===== src/rtl/rps_pkg.sv =====
// Rock-paper-scissors match controller: shared types, command bytes and the
// round judge. Imported by rps_lfsr and rps_match_ctrl.
package rps_pkg;

   typedef enum logic [1:0] {
      H_ROCK     = 2'd0,
      H_PAPER    = 2'd1,
      H_SCISSORS = 2'd2,
      H_NONE     = 2'd3
   } hand_t;

   typedef enum logic [1:0] {
      R_NONE = 2'd0,
      R_WIN  = 2'd1,
      R_LOSE = 2'd2,
      R_DRAW = 2'd3
   } result_t;

   typedef enum logic [1:0] {
      S_IDLE = 2'd0,
      S_SHOW = 2'd1,
      S_OVER = 2'd2
   } state_t;

   localparam logic [7:0] ASCII_R_UC = 8'h52;
   localparam logic [7:0] ASCII_R_LC = 8'h72;
   localparam logic [7:0] ASCII_P_UC = 8'h50;
   localparam logic [7:0] ASCII_P_LC = 8'h70;
   localparam logic [7:0] ASCII_S_UC = 8'h53;
   localparam logic [7:0] ASCII_S_LC = 8'h73;
   localparam logic [7:0] ASCII_N_UC = 8'h4E;
   localparam logic [7:0] ASCII_N_LC = 8'h6E;

   // Player-relative outcome: d = (p - c) mod 3, 1 = player wins, 2 = cpu wins.
   function automatic result_t judge(input hand_t p, input hand_t c);
      logic [2:0] d;
      d = {1'b0, p} + 3'd3 - {1'b0, c};
      if (d >= 3'd3) d = d - 3'd3;
      case (d)
         3'd1:    judge = R_WIN;
         3'd2:    judge = R_LOSE;
         default: judge = R_DRAW;
      endcase
   endfunction

endpackage


===== src/rtl/rps_lfsr.sv =====
// Free-running 16-bit Fibonacci LFSR (taps 16,14,13,11) producing a 0..2 pick.
// Ports: clk, rst_n (async, active-low), pick_o (rock/paper/scissors).
module rps_lfsr
   import rps_pkg::*;
#(
   parameter logic [15:0] SEED = 16'hACE1
) (
   input  logic  clk,
   input  logic  rst_n,
   output hand_t pick_o
);

   logic [15:0] lfsr_q;
   logic [15:0] lfsr_d;

   assign lfsr_d = {lfsr_q[14:0], lfsr_q[15] ^ lfsr_q[13] ^ lfsr_q[12] ^ lfsr_q[10]};

   always_ff @(posedge clk or negedge rst_n) begin
      if (!rst_n) lfsr_q <= SEED;
      else        lfsr_q <= lfsr_d;
   end

   // Reject the value 3 by falling back to the next bit pair, then to rock.
   always_comb begin
      if (lfsr_q[1:0] != 2'b11)      pick_o = hand_t'(lfsr_q[1:0]);
      else if (lfsr_q[3:2] != 2'b11) pick_o = hand_t'(lfsr_q[3:2]);
      else                           pick_o = H_ROCK;
   end

endmodule


===== src/rtl/rps_match_ctrl.sv =====
// Best-of match controller: decodes UART command bytes, plays against an LFSR
// (or fixed) opponent, keeps scores and holds a timed reveal window.
// Ports: clk, rst_n; rx_data/rx_data_valid command input; show, player_hand,
// cpu_hand, result, player_score, cpu_score, match_over, winner to display.
//
// state  | meaning
// IDLE   | waiting for a hand byte; last round's hands/result still held
// SHOW   | reveal window running, timer counting down to zero
// OVER   | a side reached WIN_TARGET; everything frozen until 'N'
module rps_match_ctrl
   import rps_pkg::*;
#(
   parameter int          CLK_FRE     = 50,
   parameter int          SHOW_MS     = 2000,
   parameter int          SHOW_CYCLES = CLK_FRE * 1000 * SHOW_MS,
   parameter int          SCORE_W     = 4,
   parameter int          WIN_TARGET  = 3,
   parameter int          FIXED_CPU   = 3,
   parameter logic [15:0] LFSR_SEED   = 16'hACE1
) (
   input  logic               clk,
   input  logic               rst_n,
   input  logic [7:0]         rx_data,
   input  logic               rx_data_valid,
   output logic               show,
   output logic [1:0]         player_hand,
   output logic [1:0]         cpu_hand,
   output logic [1:0]         result,
   output logic [SCORE_W-1:0] player_score,
   output logic [SCORE_W-1:0] cpu_score,
   output logic               match_over,
   output logic               winner
);

   localparam int                 TMR_W    = (SHOW_CYCLES > 2) ? $clog2(SHOW_CYCLES) : 1;
   localparam logic [TMR_W-1:0]   TMR_LOAD = TMR_W'(SHOW_CYCLES - 1);
   localparam logic [SCORE_W-1:0] TARGET   = SCORE_W'(WIN_TARGET);

   state_t              state_q, state_d;
   logic [TMR_W-1:0]    timer_q, timer_d;
   hand_t               p_hand_q, p_hand_d;
   hand_t               c_hand_q, c_hand_d;
   result_t             res_q, res_d;
   logic [SCORE_W-1:0]  p_score_q, p_score_d;
   logic [SCORE_W-1:0]  c_score_q, c_score_d;
   logic                winner_q, winner_d;

   hand_t   lfsr_pick;
   hand_t   cpu_pick;
   hand_t   cmd_hand;
   logic    cmd_is_hand;
   logic    cmd_new;
   result_t round_res;
   logic    target_hit;

   rps_lfsr #(.SEED(LFSR_SEED)) u_lfsr (
      .clk    (clk),
      .rst_n  (rst_n),
      .pick_o (lfsr_pick)
   );

   assign cpu_pick = (FIXED_CPU < 3) ? hand_t'(FIXED_CPU[1:0]) : lfsr_pick;

   always_comb begin
      cmd_is_hand = 1'b0;
      cmd_hand    = H_NONE;
      cmd_new     = 1'b0;
      if (rx_data_valid) begin
         case (rx_data)
            ASCII_R_UC, ASCII_R_LC: begin cmd_is_hand = 1'b1; cmd_hand = H_ROCK;     end
            ASCII_P_UC, ASCII_P_LC: begin cmd_is_hand = 1'b1; cmd_hand = H_PAPER;    end
            ASCII_S_UC, ASCII_S_LC: begin cmd_is_hand = 1'b1; cmd_hand = H_SCISSORS; end
            ASCII_N_UC, ASCII_N_LC: cmd_new = 1'b1;
            default: ;
         endcase
      end
   end

   assign round_res  = judge(cmd_hand, cpu_pick);
   assign target_hit = (p_score_q == TARGET) || (c_score_q == TARGET);

   always_ff @(posedge clk or negedge rst_n) begin
      if (!rst_n) begin
         state_q   <= S_IDLE;
         timer_q   <= '0;
         p_hand_q  <= H_NONE;
         c_hand_q  <= H_NONE;
         res_q     <= R_NONE;
         p_score_q <= '0;
         c_score_q <= '0;
         winner_q  <= 1'b0;
      end else begin
         state_q   <= state_d;
         timer_q   <= timer_d;
         p_hand_q  <= p_hand_d;
         c_hand_q  <= c_hand_d;
         res_q     <= res_d;
         p_score_q <= p_score_d;
         c_score_q <= c_score_d;
         winner_q  <= winner_d;
      end
   end

   // 'N' wins over everything, including timer expiry on the same cycle.
   always_comb begin
      state_d = state_q;
      if (cmd_new) begin
         state_d = S_IDLE;
      end else begin
         case (state_q)
            S_IDLE:  if (cmd_is_hand) state_d = S_SHOW;
            S_SHOW:  if (timer_q == '0) state_d = target_hit ? S_OVER : S_IDLE;
            S_OVER:  state_d = S_OVER;
            default: state_d = S_IDLE;
         endcase
      end
   end

   always_comb begin
      timer_d   = timer_q;
      p_hand_d  = p_hand_q;
      c_hand_d  = c_hand_q;
      res_d     = res_q;
      p_score_d = p_score_q;
      c_score_d = c_score_q;
      winner_d  = winner_q;
      if (cmd_new) begin
         timer_d   = '0;
         p_hand_d  = H_NONE;
         c_hand_d  = H_NONE;
         res_d     = R_NONE;
         p_score_d = '0;
         c_score_d = '0;
         winner_d  = 1'b0;
      end else begin
         case (state_q)
            S_IDLE: begin
               if (cmd_is_hand) begin
                  p_hand_d = cmd_hand;
                  c_hand_d = cpu_pick;
                  res_d    = round_res;
                  timer_d  = TMR_LOAD;
                  if (round_res == R_WIN)  p_score_d = p_score_q + SCORE_W'(1);
                  if (round_res == R_LOSE) c_score_d = c_score_q + SCORE_W'(1);
               end
            end
            S_SHOW: begin
               if (timer_q != '0)   timer_d  = timer_q - TMR_W'(1);
               else if (target_hit) winner_d = (c_score_q == TARGET);
            end
            default: ;
         endcase
      end
   end

   assign show         = (state_q != S_IDLE);
   assign match_over   = (state_q == S_OVER);
   assign winner       = winner_q;
   assign player_hand  = p_hand_q;
   assign cpu_hand     = c_hand_q;
   assign result       = res_q;
   assign player_score = p_score_q;
   assign cpu_score    = c_score_q;

endmodule


===== config.mk =====
export PLATFORM = sky130hd
export DESIGN_NAME = rps_match_ctrl
export DESIGN_NICKNAME = d
export VERILOG_FILES = /design/src/rtl/rps_pkg.sv /design/src/rtl/rps_lfsr.sv /design/src/rtl/rps_match_ctrl.sv
export SDC_FILE = /design/constraint.sdc
export NUM_CORES = 1
export LEC_CHECK = 0
export CAP_MARGIN = 20
export CORE_ASPECT_RATIO = 1.1
export CORE_MARGIN = 5
export CORE_UTILIZATION = 35
export CTS_BUF_LIST = sky130_fd_sc_hd__clkbuf_8
export DETAILED_ROUTE_END_ITERATION = 10
export SLEW_MARGIN = 20
export SYNTH_ARGS = -nofsm -noshare
export SYNTH_HDL_FRONTEND = slang
export SYNTH_SLANG_ARGS = --single-unit

===== constraint.sdc =====
create_clock -name clk -period 8.3 [get_ports clk]
set_clock_uncertainty 0.1 [all_clocks]
set_input_delay 0.83 -clock clk [delete_from_list [all_inputs] [get_ports clk]]
set_output_delay 0.83 -clock clk [all_outputs]
set_load 0.1 [all_outputs]

* Word-level counts from Yosys, hierarchy flattened
Cells that the tools add are included.
Storage, ports and cells: bits in registers 60, input bits 11
Operators by class: add/subtract/negate cells 6, magnitude comparators 1, eq/ne operators 22, muxes and demuxes 40, bitwise logic cells 3, reductions and logical operators 23
Operators by type and width (number):
- 27-bit 2-to-1 mux | 3
- 8-bit by 7-bit == test with 1-bit output, second input constant | 8
- 27-bit one-hot mux with 2 select lines | 1
- 2-bit 2-to-1 mux | 16
- 4-bit 2-to-1 mux | 8
- 27-bit zero test | 1
- 27-bit nonzero test | 1
- 27-bit by 1-bit subtractor with 27-bit output, second input constant | 1
- 2-bit nonzero test | 7
- 2-bit one-hot mux with 3 select lines | 2
- 3-bit AND reduction | 4
- 3-bit inequality test, second input constant | 3
- 4-bit by 1-bit adder with 4-bit output, second input constant | 2
- 4-bit by 2-bit == test with 1-bit output, second input constant | 2
- 1-bit 2-to-1 mux | 8
- 2-bit OR reduction | 4
- 2-bit inequality test, second input constant | 3
- 6-bit OR reduction | 1
- 2-bit by 1-bit == test with 1-bit output, second input constant | 2
- 2-bit == test, second input constant | 2
- 2-bit one-hot mux with 2 select lines | 1
- 2-bit AND reduction | 2
- 2-bit by 2-bit adder with 3-bit output, second input constant | 1
- 3-bit by 1-bit == test with 1-bit output, second input constant | 1
- 9 further kinds | 11

* Longest topological paths before layout
word-level depth 15, mapped depth 15

* By module
From an unflattened synthesis, not the netlist that was laid out.
Second synthesis, totals: cell total of the unflattened synthesis 299, area total of the unflattened synthesis 3026.7 µm²
By module, submodules not included:
- rps_match_ctrl | instances 1, cells each 276, area each 2562.5 µm², sequential area each 1106.1 µm²
- rps_lfsr | instances 1, cells each 23, area each 464.2 µm², sequential area each 410.4 µm²

* Worst setup path after synthesis
No wires, ideal clock.
path type input to register, from input port rx_data[3], to register c_score_q[3] (netlist: cpu_score[3]), arrival 3.788 ns, data required time 8.126 ns, setup slack 4.339 ns, cell stages on the path 13, path through nor3b_1 -> nand3_1 -> ha_1 -> inv_1 -> fa_1 -> inv_1 -> ha_1 -> ha_1 -> nand2b_1 -> a2111oi_1 -> nand4_1 -> xor2_1 -> nor2_1
Between the ends: cells in the longest elaborated chain, start to end 13, elaborated cells on any way between the ends 33, those cells by class 3 x add/sub; 1 x order compare; 11 x eq/ne; 9 x mux; 9 x reduce/logical
RTL lines:
- start, declared | RTL line rps_match_ctrl.sv:23 | input logic [7:0] rx_data,
- 8-bit by 7-bit == test with 1-bit output | RTL line rps_match_ctrl.sv:69 | case (rx_data)
- 2-bit OR reduction, on equally long branches
- 2-bit one-hot mux with 3 select lines | RTL line rps_match_ctrl.sv:69
- 2-bit 2-to-1 mux | RTL line rps_match_ctrl.sv:68 | if (rx_data_valid) begin
- 2-bit by 2-bit adder with 3-bit output | RTL line rps_pkg.sv:37 | d = {1'b0, p} + 3'd3 - {1'b0, c};
- 3-bit by 2-bit subtractor with 3-bit output | RTL line rps_pkg.sv:37
- 3-bit by 2-bit subtractor with 3-bit output or 3-bit by 2-bit greater-or-equal comparator with 1-bit output (tied branches) | RTL line rps_pkg.sv:38 | if (d >= 3'd3) d = d - 3'd3;
- 3-bit 2-to-1 mux | RTL line rps_pkg.sv:38
- 3-bit by 2-bit == test with 1-bit output or 3-bit by 1-bit == test with 1-bit output (tied branches) | RTL line rps_pkg.sv:39 | case (d)
- 2-bit one-hot mux with 2 select lines | RTL line rps_pkg.sv:39
- 2-bit == test | RTL line rps_match_ctrl.sv:144 | if (round_res == R_LOSE) c_score_d = c_score_q + SCORE_W'(1);
- 2-bit nonzero test (no source line)
- 3-bit AND reduction (no source line)
- end signal, assigned | RTL line rps_match_ctrl.sv:99 | c_score_q <= c_score_d;
- end, declared | RTL line rps_match_ctrl.sv:45 | logic [SCORE_W-1:0] c_score_q, c_score_d;
Parallel ways exist; a longest one is shown, timed or not. A chain may end at the register's enable or synchronous reset.

* Worst setup path in the final report
from input port rx_data[4], to register c_score_q[3] (netlist: cpu_score[3])
The elaborated chain is that of the path after synthesis.

==> qor.csv <==
stage;metric;value;unit
routing;vias;2279;
synthesis;yosysTopAreaCell;dfrtp_1;
placed_design;placed_cells;422;
synthesis;synth_cell_type_count;54;
synthesis;avgSynthCellArea;10.0;um^2
routing;drt-total-wl;6450;um
finish;stdcell_area;0.00354;mm^2
finish;instances_no_fill;438;
synthesis;yosysTopAreaCellShare;40.6;%
finish;antennaDiodeCount;0;
worst_hold_path;hp-class;reg -> reg;
synthesis;syn_inst;295;
timing;finalWorstSetupSlack;4.28;ns
placed_design;globalplace.congestion;0.773;
routing;wl_per_cell;14.7;um
synthesis;ys_top_cells_by_count;dfrtp_1 (48), nor2_1 (32), o21ai_0 (25);
die;dieArea;0.0104;mm^2
timing;fin_tns_setup;0;ns
timing;slew_headroom;34.7;%
finish;syn_to_final_growth;19.7;%
synthesis;syn_nets;313;
power;ir_drop;0.0892;mV
setup_path;arrival;4.13;ns
setup_path;r2r_slack;5.02;ns
cts;clock_latency;0.34;ns
setup_path;worstSetupEndpointType;flop;
timing;max_freq;249;MHz
timing;hold_viol_final;0;
synthesis;synth_edf_count;0;
timing;rsz0062_at_grt;false;
global_routing;gr-total-overflow;0;
cts;postCtsSetupRepairBufs;0;
global_routing;grt_pass1_vias;2294;
routing;viasPerCell;5.20;
global_routing;antenna_found_initial;0;
die;start_util;35.6;%
die;die_x;97.7;um
global_routing;grt_max_degree;61;
outcome;outcome;finished clean;
power;fin_total_pwr;791;uW
placed_design;place_ws;3.89;ns
global_routing;grt_first_pass_wirelength;11100;um
timing;drv_slew;0;
cts;cts_buffers;9;
synthesis;synth_area;0.00296;mm^2
placed_design;port_buffers;26;
synthesis;yosysSeqAreaShare;51.2;%
placed_design;hpwlAfterDp;4300;um
synthesis;synth_ff_type;dfrtp_1;
routing;antenna_left;0;
cts;cts_resized;0;
cts;numClockSinks;60;
setup_path;worstPathRequired;8.41;ns
synthesis;yosys-top-cells-area;dfrtp_1 (41%), dfstp_2 (11%), o21ai_0 (4.2%), nor2_1 (4.1%), a21oi_1 (2.5%);
finish;n_fill_cell;853;
run;cap_violations;0;
timing;setup_violations;0;
routing;drc;0;
die;die_height;106;um
global_routing;grt.total_usage;13.5;%
placed_design;dpl_cell_area;0.00330;mm^2
cts;htree_num_levels;3;
power;power_density;223;mW/mm^2
die;rows;35;
timing;worst_slew_pin_slew;0.976;ns
synthesis;async_flop_share;100;%
routing;drtIter0Drc;146;
synthesis;synth_most_common_cell;dfrtp_1;
power;p_leak;0.00159;uW
die;core_area;0.00832;mm^2
cts;clkTransAtPathRegs;0.07;ns
synthesis;ys_ff_latch;60;
cts;clock-root-buffer;clkbuf_8;
setup_path;critPathKind;in -> reg;
cts;hold_buffers;0;
cts;cts_tree;done;
timing;period_needed;4.02;ns
cts;cts_buffer_depth;2;
setup_path;critPathLaunchType;primary input;
setup_path;worstPathMaxFanout;5;
finish;finalNetCount;340;
timing;fin_crit_sh;48.4;%
finish;drive_above_1_share;12.2;%
synthesis;yosysWarnings;0;
routing;drtPass1Iterations;4;
die;io_pins;28;
## worst max-delay path, stage by stage
cell	delay, ns
clkdlybuf4s50_1	0.47
nor3b_1	0.39
nand3_1	0.17
ha_1	0.22
inv_1	0.06
fa_1	0.43
inv_1	0.07
ha_1	0.13
ha_1	0.23
nand2b_1	0.16
a2111oi_1	0.44
buf_4	0.22
nand4_1	0.11
xor2_1	0.14
nor2_1	0.05
## power by group
| part | internal [uW] | total, uW | leakage [uW] | switching, uW |
|---|---|---|---|---|
| Sequential | 313 | 329 | 0.000771 | 16.3 |
| Combinational | 41.0 | 143 | 0.000693 | 102 |
| Clock | 199 | 319 | 0.000125 | 121 |
| Total | 553 | 791 | 0.00159 | 239 |
## final cells by class
type	count	area, um^2	share of cell area, %
clock buffer	9	124	3.49
multi-input combinational	210	1330	37.5
timing repair buffer	28	270	7.62
tap	111	139	3.92
sequential	60	1520	42.8
inverter	13	51.3	1.45
clock inverter	7	116	3.28
## registers in the layout, summed over array words and instances (netlist names)
name and flops:
cpu_hand 2, cpu_score 4, player_hand 2, player_score 4, result 2, state_q 2, timer_q 27, u_lfsr.lfsr_q 16
winner 1
## kinds of logic after synthesis
| logic type | Yosys count | share of synthesized area (%) |
|---|---|---|
| adders and majority gates | 7 | 3.21 |
| AOI/OAI and AO/OA | 81 | 17.8 |
| muxes | 4 | 1.35 |
| buffers and inverters | 25 | 3.93 |
| xor gates and xnor gates | 8 | 2.37 |
| DFF | 60 | 51.2 |
| and+or+nand+nor | 110 | 20.1 |
## metal layers
layer	track usage (%)	routed length (um)	up-vias
met4	5.44	116	0
met3	3.87	306	10
met5	0	0	-
met1	17.3	3020	1101
met2	21.4	3000	49
li1	-	-	1119
## final timing paths
| check | from | end | cells after the start |
|---|---|---|---|
| max | rx_data[4] | cpu_score[3]$_DFFE_PN0P_ | 15 |
| min | u_lfsr.lfsr_q[14]$_DFF_PN0_ | u_lfsr.lfsr_q[15]$_DFF_PN1_ | 0 |
| max reg2reg | timer_q[12]$_DFFE_PN0P_ | timer_q[12]$_DFFE_PN0P_ | 6 |
| min reg2reg | u_lfsr.lfsr_q[14]$_DFF_PN0_ | u_lfsr.lfsr_q[15]$_DFF_PN1_ | 0 |
| max in group asynchronous | rst_n | timer_q[0]$_DFFE_PN0P_ | 2 |
| min in group asynchronous | rst_n | timer_q[13]$_DFFE_PN0P_ | 2 |
## cells in the final DEF, fill, tap and decap left out, drive strengths merged, types with 2 or more instances in the layout
cell and instances:
a21o 6, clkbuf 9, nand2 16, ha 6
o22a 2, dfstp 12, a21boi 2, and3 2
a221o 5, mux2i 4, inv 14, nand2b 6
o21ai 31, nor4 8, nand3 9, nor3b 2
buf 3, a211o 3, xnor2 4, a211oi 2
nor2b 3, o31ai 2, dfrtp 48, clkinv 3
nor2 32, nand4 2, bufinv 3, or4 3
or3 7, a21oi 15, clkdlybuf4s50 25, xor2 4
nor3 14, a22o 3, a2111oi 2, o2bb2ai 2
and3b 2
## stage by stage
| stage | hold slack (ns) | util [%] |
|---|---|---|
| after floorplan | 0.231 | - |
| after global placement | 0.236 | 39.7 |
| after detailed placement | 0.243 | 39.7 |
| after CTS | 0.257 | 42.6 |
| after global routing | 0.262 | 42.6 |
| final | 0.254 | 42.6 |
Power figures use the tool's default switching activity.
